`src/rtl/axis_pkt_fifo_pkg.sv`:
```
// Shared types and helpers for the AXI-Stream packet FIFO.
package axis_pkt_fifo_pkg;

    // Write-side packet FSM states (only advance when PACKET_MODE != 0)
    typedef enum logic [1:0] {
        ST_IDLE = 2'd0,
        ST_RECV = 2'd1,
        ST_DROP = 2'd2
    } wr_state_e;

    // Address width for a power-of-two depth
    function automatic int unsigned ptr_w(input int unsigned depth);
        return $clog2(depth);
    endfunction

endpackage

```
`src/rtl/axis_pkt_fifo_ram.sv`:
```
// Simple dual-port storage: synchronous write, asynchronous read.
module axis_pkt_fifo_ram #(
    parameter int unsigned WIDTH = 10,
    parameter int unsigned DEPTH = 16,
    parameter int unsigned AW    = 4
) (
    input  logic             clk,
    input  logic             we,
    input  logic [AW-1:0]    waddr,
    input  logic [WIDTH-1:0] wdata,
    input  logic [AW-1:0]    raddr,
    output logic [WIDTH-1:0] rdata
);

    logic [WIDTH-1:0] mem [DEPTH];

    // Entry write on accepted beat
    always_ff @(posedge clk) begin
        if (we) begin
            mem[waddr] <= wdata;
        end
    end

    assign rdata = mem[raddr];

endmodule

```
`src/rtl/axis_pkt_fifo.sv`:
```
// AXI-Stream FIFO with backpressure, tkeep, occupancy flags and optional
// store-and-forward packet mode that discards packets larger than the FIFO.
module axis_pkt_fifo
    import axis_pkt_fifo_pkg::*;
#(
    parameter int unsigned DATA_W      = 8,
    parameter int unsigned DEPTH       = 16,
    parameter int unsigned PACKET_MODE = 0,
    parameter int unsigned AF_LEVEL    = 12,
    parameter int unsigned AE_LEVEL    = 2,
    localparam int unsigned KEEP_W     = DATA_W / 8,
    localparam int unsigned AW         = ptr_w(DEPTH)
) (
    input  logic              axis_clk,
    input  logic              reset,
    input  logic              s_axis_tvalid,
    output logic              s_axis_tready,
    input  logic [DATA_W-1:0] s_axis_tdata,
    input  logic [KEEP_W-1:0] s_axis_tkeep,
    input  logic              s_axis_tlast,
    output logic              m_axis_tvalid,
    input  logic              m_axis_tready,
    output logic [DATA_W-1:0] m_axis_tdata,
    output logic [KEEP_W-1:0] m_axis_tkeep,
    output logic              m_axis_tlast,
    output logic [AW:0]       count,
    output logic              almost_full,
    output logic              almost_empty,
    output logic              drop_pkt
);

    localparam int unsigned ENT_W = DATA_W + KEEP_W + 1;

    typedef logic [AW:0] ptr_t;

    localparam ptr_t AF_LVL  = ptr_t'(AF_LEVEL);
    localparam ptr_t AE_LVL  = ptr_t'(AE_LEVEL);
    localparam ptr_t DEPTH_P = ptr_t'(DEPTH);
    localparam ptr_t ONE_P   = ptr_t'(1);

    ptr_t             wr_ptr, cm_ptr, rd_ptr;
    ptr_t             wr_nxt, cm_nxt, rd_nxt, cnt_nxt, fill_after;
    wr_state_e        state;
    logic             wr_en, rd_en, go_drop, full_nxt, bypass;
    logic [ENT_W-1:0] wr_ent, ram_rd, head_nxt;

    assign wr_ent = {s_axis_tdata, s_axis_tkeep, s_axis_tlast};

    axis_pkt_fifo_ram #(
        .WIDTH (ENT_W),
        .DEPTH (DEPTH),
        .AW    (AW)
    ) u_ram (
        .clk   (axis_clk),
        .we    (wr_en),
        .waddr (wr_ptr[AW-1:0]),
        .wdata (wr_ent),
        .raddr (rd_nxt[AW-1:0]),
        .rdata (ram_rd)
    );

    // Next pointer values, drop decision and next head entry
    always_comb begin
        wr_en      = s_axis_tvalid && s_axis_tready && (state != ST_DROP);
        rd_en      = m_axis_tvalid && m_axis_tready;
        rd_nxt     = rd_en ? rd_ptr + ONE_P : rd_ptr;
        fill_after = wr_ptr + ONE_P - rd_nxt;
        // A non-final beat that fills the FIFO means the packet can never be committed
        go_drop    = (PACKET_MODE != 0) && wr_en && !s_axis_tlast && (fill_after == DEPTH_P);

        if (go_drop) begin
            wr_nxt = cm_ptr;
        end else if (wr_en) begin
            wr_nxt = wr_ptr + ONE_P;
        end else begin
            wr_nxt = wr_ptr;
        end

        if (PACKET_MODE == 0) begin
            cm_nxt = wr_nxt;
        end else if (wr_en && s_axis_tlast) begin
            cm_nxt = wr_ptr + ONE_P;
        end else begin
            cm_nxt = cm_ptr;
        end

        full_nxt = (wr_nxt[AW] != rd_nxt[AW]) && (wr_nxt[AW-1:0] == rd_nxt[AW-1:0]);
        cnt_nxt  = cm_nxt - rd_nxt;
        // Beat written this edge into the slot that becomes the head must bypass the RAM
        bypass   = wr_en && (wr_ptr[AW-1:0] == rd_nxt[AW-1:0]);
        head_nxt = bypass ? wr_ent : ram_rd;
    end

    // Pointers, registered outputs and write-side packet FSM
    always_ff @(posedge axis_clk or posedge reset) begin
        if (reset) begin
            wr_ptr        <= '0;
            cm_ptr        <= '0;
            rd_ptr        <= '0;
            state         <= ST_IDLE;
            s_axis_tready <= 1'b0;
            m_axis_tvalid <= 1'b0;
            m_axis_tdata  <= '0;
            m_axis_tkeep  <= '0;
            m_axis_tlast  <= 1'b0;
            count         <= '0;
            almost_full   <= 1'b0;
            almost_empty  <= 1'b1;
            drop_pkt      <= 1'b0;
        end else begin
            wr_ptr        <= wr_nxt;
            cm_ptr        <= cm_nxt;
            rd_ptr        <= rd_nxt;
            s_axis_tready <= !full_nxt;
            m_axis_tvalid <= (cm_nxt != rd_nxt);
            {m_axis_tdata, m_axis_tkeep, m_axis_tlast} <= head_nxt;
            count         <= cnt_nxt;
            almost_full   <= (cnt_nxt >= AF_LVL);
            almost_empty  <= (cnt_nxt <= AE_LVL);
            drop_pkt      <= go_drop;

            if (PACKET_MODE != 0) begin
                case (state)
                    ST_IDLE, ST_RECV: begin
                        if (wr_en) begin
                            if (s_axis_tlast) begin
                                state <= ST_IDLE;
                            end else if (go_drop) begin
                                state <= ST_DROP;
                            end else begin
                                state <= ST_RECV;
                            end
                        end
                    end
                    ST_DROP: begin
                        if (s_axis_tvalid && s_axis_tready && s_axis_tlast) begin
                            state <= ST_IDLE;
                        end
                    end
                    default: state <= ST_IDLE;
                endcase
            end
        end
    end

endmodule

```
`config.mk`:
```
export PLATFORM = sky130hd
export DESIGN_NAME = axis_pkt_fifo
export DESIGN_NICKNAME = d
export VERILOG_FILES = /design/src/rtl/axis_pkt_fifo_pkg.sv /design/src/rtl/axis_pkt_fifo_ram.sv /design/src/rtl/axis_pkt_fifo.sv
export SDC_FILE = /design/constraint.sdc
export NUM_CORES = 1
export LEC_CHECK = 0
export BUFFER_PORTS_ARGS = -buffer_cell sky130_fd_sc_hd__buf_4
export CELL_PAD_IN_SITES_DETAIL_PLACEMENT = 0
export CELL_PAD_IN_SITES_GLOBAL_PLACEMENT = 1
export CORE_MARGIN = 1
export CORE_UTILIZATION = 38
export CTS_BUF_LIST = sky130_fd_sc_hd__clkbuf_8
export DETAILED_ROUTE_END_ITERATION = 10
export MAX_ROUTING_LAYER = met4
export PLACE_DENSITY = 0.85
export SETUP_SLACK_MARGIN = 0.4
export SYNTH_ARGS = -nofsm -noshare
export SYNTH_HDL_FRONTEND = slang
export SYNTH_SLANG_ARGS = --single-unit
```
`constraint.sdc`:
```
create_clock -name axis_clk -period 4.4 [get_ports axis_clk]
set_clock_uncertainty 0.15 [all_clocks]
set_input_delay 0.22 -clock axis_clk [delete_from_list [all_inputs] [get_ports axis_clk]]
set_output_delay 0.22 -clock axis_clk [all_outputs]
set_load 0.03 [all_outputs]
```
# Yosys cells after proc, flatten, opt, wreduce, memory -nomap -nowiden
# Memories as Yosys holds them, arrays and structs flattened. A register that Yosys moved wholly into a read port is not among the register bits.
# Cells that the tools add are included.
# classes
addsub	3
n_mul	0
n_div	0
order_cmp	2
n_eq_ne	4
shift	0
mux	4
n_bitwise	0
reduce_logical	5
# op_table
op	count
$add A5 B1 Y5 const B	2
$mux W5	2
$ge A5 B4 Y1 const B	1
$le A5 B2 Y1 const B	1
$ne A5 B5 Y1	1
$sub A5 B5 Y5	1
$eq A4 B4 Y1	1
$logic_and A1 B1 Y1	4
$mux W1	2
$ne A2 B2 Y1 const B	1
$logic_not A1 Y1	1
$ne A1 B1 Y1	1
# word_totals
reg_bits	19
latch_bits	0
ram_bits	160
romBits	0
inputBits	14
out_inout_bits	20
elab_cells	26
n_memories	1
# mem_list
name	depth	word_bits	rd	rd_ports_with_merged_regs	write_ports	line_no	text
u_ram.mem	16	10	1	1	1	axis_pkt_fifo_ram.sv:15	logic [WIDTH-1:0] mem [DEPTH];

# Logic depth before layout (Yosys ltp)
# depth
depth_word	6
ltp_mapped	12
depth_no_buf	11

# Hierarchy
# Synthesis repeated with hierarchy kept, for this count alone.
# hier_totals
cells_unflattened	344
area_unflattened_um2	7088.0
# modules_own_cells
mod	instances	cells_each	area_per_inst_um2	seq_area_each_um2
axis_pkt_fifo_ram	1	269	6153.4	4804.6
axis_pkt_fifo	1	75	934.6	576.8

# Worst setup path after synthesis
# No wires, ideal clock.
# synth_timing
path_kind	register -> register
start	reg m_axis_tvalid
end	reg almost_empty
setup_ps	80
arrival_ps	2238
t_required_ps	4170
setup_slack_ps	1932
path_stages_with_launch	12
n_path_buf	1
synth_period_minus_slack_ps	2468
cell_sequence	dfrtp_1 > and2_4 > buf_6 > mux2i_1 > ha_1 > nand2_1 > nor2_1 > ha_1 > inv_1 > a21oi_1 > nor2b_1 > a32o_1
# synth_between
elab_chain_cells	4
# synth_lines
element	line_no	text
start, declared	axis_pkt_fifo.sv:21	output logic m_axis_tvalid,
start signal, assigned	axis_pkt_fifo.sv:115	m_axis_tvalid <= (cm_nxt != rd_nxt);
$logic_and A1 B1 Y1	axis_pkt_fifo.sv:65	rd_en = m_axis_tvalid && m_axis_tready;
$mux W5	axis_pkt_fifo.sv:66	rd_nxt = rd_en ? rd_ptr + ONE_P : rd_ptr;
$sub A5 B5 Y5	axis_pkt_fifo.sv:88	cnt_nxt = cm_nxt - rd_nxt;
net cnt_nxt[4]	axis_pkt_fifo.sv:42	ptr_t wr_nxt, cm_nxt, rd_nxt, cnt_nxt, fill_after;
$le A5 B2 Y1	axis_pkt_fifo.sv:119	almost_empty <= (cnt_nxt <= AE_LVL);
end signal, assigned	axis_pkt_fifo.sv:119	
end, declared	axis_pkt_fifo.sv:28	output logic almost_empty,
# The timed path passes the listed nets, and every way through them passes these cells.

==> impl_metrics.yaml <==
clocking:
  ctsHtreeMaxLevel: 1
  cts_resized: 0
  cts-buffers-inserted: 3
  clockRootBuffer: "sky130_fd_sc_hd__clkbuf_8"
  clock_tree_from_tritoncts: "done"
  path_clk_slew_ns: 0.06
  clock_latency_ns: 0.24
  clock_sink_count: 13
  clock_tree.buffer_depth: 2
global_route:
  vias_in_the_first_global_route: 416
  grt_first_pass_wirelength_mm: 1.81
  grt.total_usage: 0.138
  grt_max_degree: 14
  global_route.overflow_total: 0
  initial_antenna_violation_count: 0
cells_and_area:
  finalNetCount: 102
  syn_to_final_growth_pct: 14.0
  antenna-diode-count: 0
  non_filler_instances: 107
  final_layout_size_suffix_gt1_frac: 0.232
setup_path:
  rr_worst_depth: 10
  r2r_end: "almost_empty$_DFF_PP1_"
  critical_path.reg2reg.startpoint: "count[0]$_DFF_PP0_"
  crit_path_start_kind: "flop"
  cp-endpoint: "almost_empty$_DFF_PP1_"
  slack_of_the_worst_reg_to_reg_path_ns: 1.74
  cp_arrival_ns: 2.68
  end_kind: "flop"
  timing.setup.critical_path_class: "flop to flop"
  critical_path.startpoint: "count[0]$_DFF_PP0_"
  critical_path_required_ns: 4.42
  crit_fanout: 7
yosys:
  synth_area_per_cell_sq_um: 10.9
  synth.top_cells.by_area: "sky130_fd_sc_hd__dfrtp_1 (40%), sky130_fd_sc_hd__buf_4 (12%), sky130_fd_sc_hd__ha_1 (8.3%)"
  synth.yosys.seq_area_share: 0.436
  yosys.area.top_type: "sky130_fd_sc_hd__dfrtp_1"
  yosysTopAreaCellShare: 0.401
  yosys_warnings: 2
  syn_area_sq_um: 749
  ys_seq_elements: 13
  synthDistinctLibCells: 26
  synthesis.instances: 69
die:
  dieArea_sq_um: 2150
  die_x_um: 46.4
  initial_utilization: 0.420
  floorplan.core_area_sq_um: 1780
  floorplan.die.height_um: 46.4
  rows: 15
  pin_count: 34
sta:
  max_clock_freq_mhz: 375
  final_setup_violation_count: 0
  period_minus_slack_ns: 2.66
  final.period_utilization: 0.605
  hold_violations: 0
  finalSetupTns_ns: 0
  unrepaired_setup_endpoints_after_global_routing: "false"
  finalMaxSlewViolations: 0
detailed_routing:
  drt_wl_total_mm: 1.10
  routed_via_density: 4.36
  drt_iter0_drc: 6
  final_ant_viol_nets: 0
  avgRoutedWirePerCell_um: 10.3
  first_pass_iters: 4
  remaining_routing_drc_violations: 0
  vias: 466
placement:
  placedCellCount: 102
  dpl.hpwl_um: 802
  count_of_port_buffers_added_during_placement: 11
  globalplace.congestion: 0.748
power:
  power.net_switching_uw: 57.9
  power.ir.vdd_worst_mv: 0.128
  power_frac_comb: 0.070
  cellPowerDensity_nw_per_um2: 282
  share_seq_of_total_power: 0.497
  intPower_uw: 183
  clock_power_share: 0.433
  p_leak_nw: 0.493
  switching_share: 0.240
run_status:
  run_status: "finished clean"
min_path:
  worst_hold_path_type: "input pin to flop"
run:
  cap_viol_max_count: 0
metal layers:
layer,wire length (um),GRT usage,up-vias
met5,0,-,-
li1,-,-,224
met3,51,0.0353,7
met2,515,0.175,20
met4,61,0.171,0
met1,473,0.155,215
metrics by stage:
step / setup WS, ns / area (sq um) / util / power [mW] / hold slack, ns
after floorplan: 1.93 / 787 / - / 0.143 / -0.0538
after global placement: 1.77 / 800 / 0.448 / 0.138 / 0.115
after detailed placement: 1.73 / 800 / 0.448 / 0.138 / 0.120
after CTS: 1.71 / 855 / 0.479 / 0.243 / 0.239
after global routing: 1.51 / 855 / 0.479 / 0.248 / 0.242
final: 1.74 / 855 / 0.479 / 0.241 / 0.239
sequential cells by signal, indices dropped and copies added (netlist names):
signal and cells:
count 5, almost_empty 1, m_axis_tvalid 1, almost_full 1
rd_ptr 4, s_axis_tready 1
worst max-delay path, stage by stage (launching register included):
cell                      delay [ns]
sky130_fd_sc_hd__dfrtp_1        0.49
sky130_fd_sc_hd__ha_1           0.38
sky130_fd_sc_hd__mux2i_1        0.28
sky130_fd_sc_hd__ha_1           0.31
sky130_fd_sc_hd__nand2_1        0.11
sky130_fd_sc_hd__nor2_1         0.15
sky130_fd_sc_hd__ha_1           0.27
sky130_fd_sc_hd__inv_1          0.08
sky130_fd_sc_hd__a21oi_1        0.05
sky130_fd_sc_hd__nor2b_1        0.13
sky130_fd_sc_hd__a32o_1         0.20
Yosys cell counts, drive strengths merged:
| cell type | number |
|---|---|
| buf | 13 |
| dfrtp | 12 |
| inv | 8 |
| ha | 5 |
| xor2 | 4 |
| nand2 | 3 |
| nor2 | 3 |
| xnor2 | 3 |
| a21oi | 2 |
| nand3 | 2 |
| o21ai | 2 |
| a21o | 1 |
| a31oi | 1 |
| a32o | 1 |
| and2 | 1 |
| conb | 1 |
| dfstp | 1 |
| mux2i | 1 |
| nand4 | 1 |
| nand4b | 1 |
| nor2b | 1 |
| o311ai | 1 |
| or3b | 1 |
how the worst min path moves through the flow:
| stage | slack [ns] | end | depth (start not counted) | start |
|---|---|---|---|---|
| 2_1_floorplan | -0.05 | almost_full$_DFF_PP0_ | 1 | reset |
| 3_3_place_gp | 0.12 | m_axis_tvalid$_DFF_PP0_ | 2 | reset |
| 3_5_place_dp | 0.12 | rd_ptr[4]$_DFF_PP0_ | 2 | reset |
| 4_1_cts | 0.24 | count[0]$_DFF_PP0_ | 3 | m_axis_tready |
| 5_1_grt | 0.24 | count[0]$_DFF_PP0_ | 3 | m_axis_tready |
| 6_report | 0.24 | count[0]$_DFF_PP0_ | 3 | m_axis_tready |
timing repair:
action | CTS | global route
hold endpoints to repair | 12 | 0
hold buffers | 1 | 0
setup buffers | 0 | 0
power groups by stage:
stage	clock (mW)	combinational, mW	sequential [mW]
2_1_floorplan	0	0.0216	0.122
3_3_place_gp	0	0.0161	0.122
3_5_place_dp	0	0.0162	0.122
4_1_cts	0.106	0.0170	0.120
5_1_grt	0.110	0.0180	0.120
6_report	0.104	0.0169	0.120
kinds of logic (layout without fill, tap and decap cells):
| group | after synthesis | in the layout | synth area share |
|---|---|---|---|
| DFF | 13 | 13 | 0.436 |
| muxes | 1 | 1 | 0.0134 |
| AOI/OAI and AO/OA | 8 | 8 | 0.0701 |
| adders and majority gates | 5 | 5 | 0.0835 |
| other | 1 | 11 | 0.00500 |
| buffers and inverters | 21 | 24 | 0.175 |
| and+or+nand+nor | 13 | 13 | 0.115 |
| xor gates and xnor gates | 7 | 7 | 0.102 |
layout make-up:
class	instances	area (sq um)
fillers	175	928
multi-input cells	45	329
flip-flops and latches	13	327
repair buffers	12	92.6
clock buffers	3	41.3
well taps	25	31.3
inverters	8	30.0
clock inverters	1	3.75
placed cells by master (no fill, tap or decap), types with 2 or more instances in the layout:
cell,n
sky130_fd_sc_hd__a21oi_1,2
sky130_fd_sc_hd__nor2_1,3
sky130_fd_sc_hd__xor2_1,3
sky130_fd_sc_hd__nand3_1,2
sky130_fd_sc_hd__xnor2_1,2
sky130_fd_sc_hd__ha_1,5
sky130_fd_sc_hd__buf_4,11
sky130_fd_sc_hd__nand2_1,3
sky130_fd_sc_hd__inv_1,9
sky130_fd_sc_hd__dfrtp_1,12
sky130_fd_sc_hd__conb_1,11
sky130_fd_sc_hd__clkbuf_8,3
sky130_fd_sc_hd__o21ai_0,2
Power figures use the tool's default switching activity.
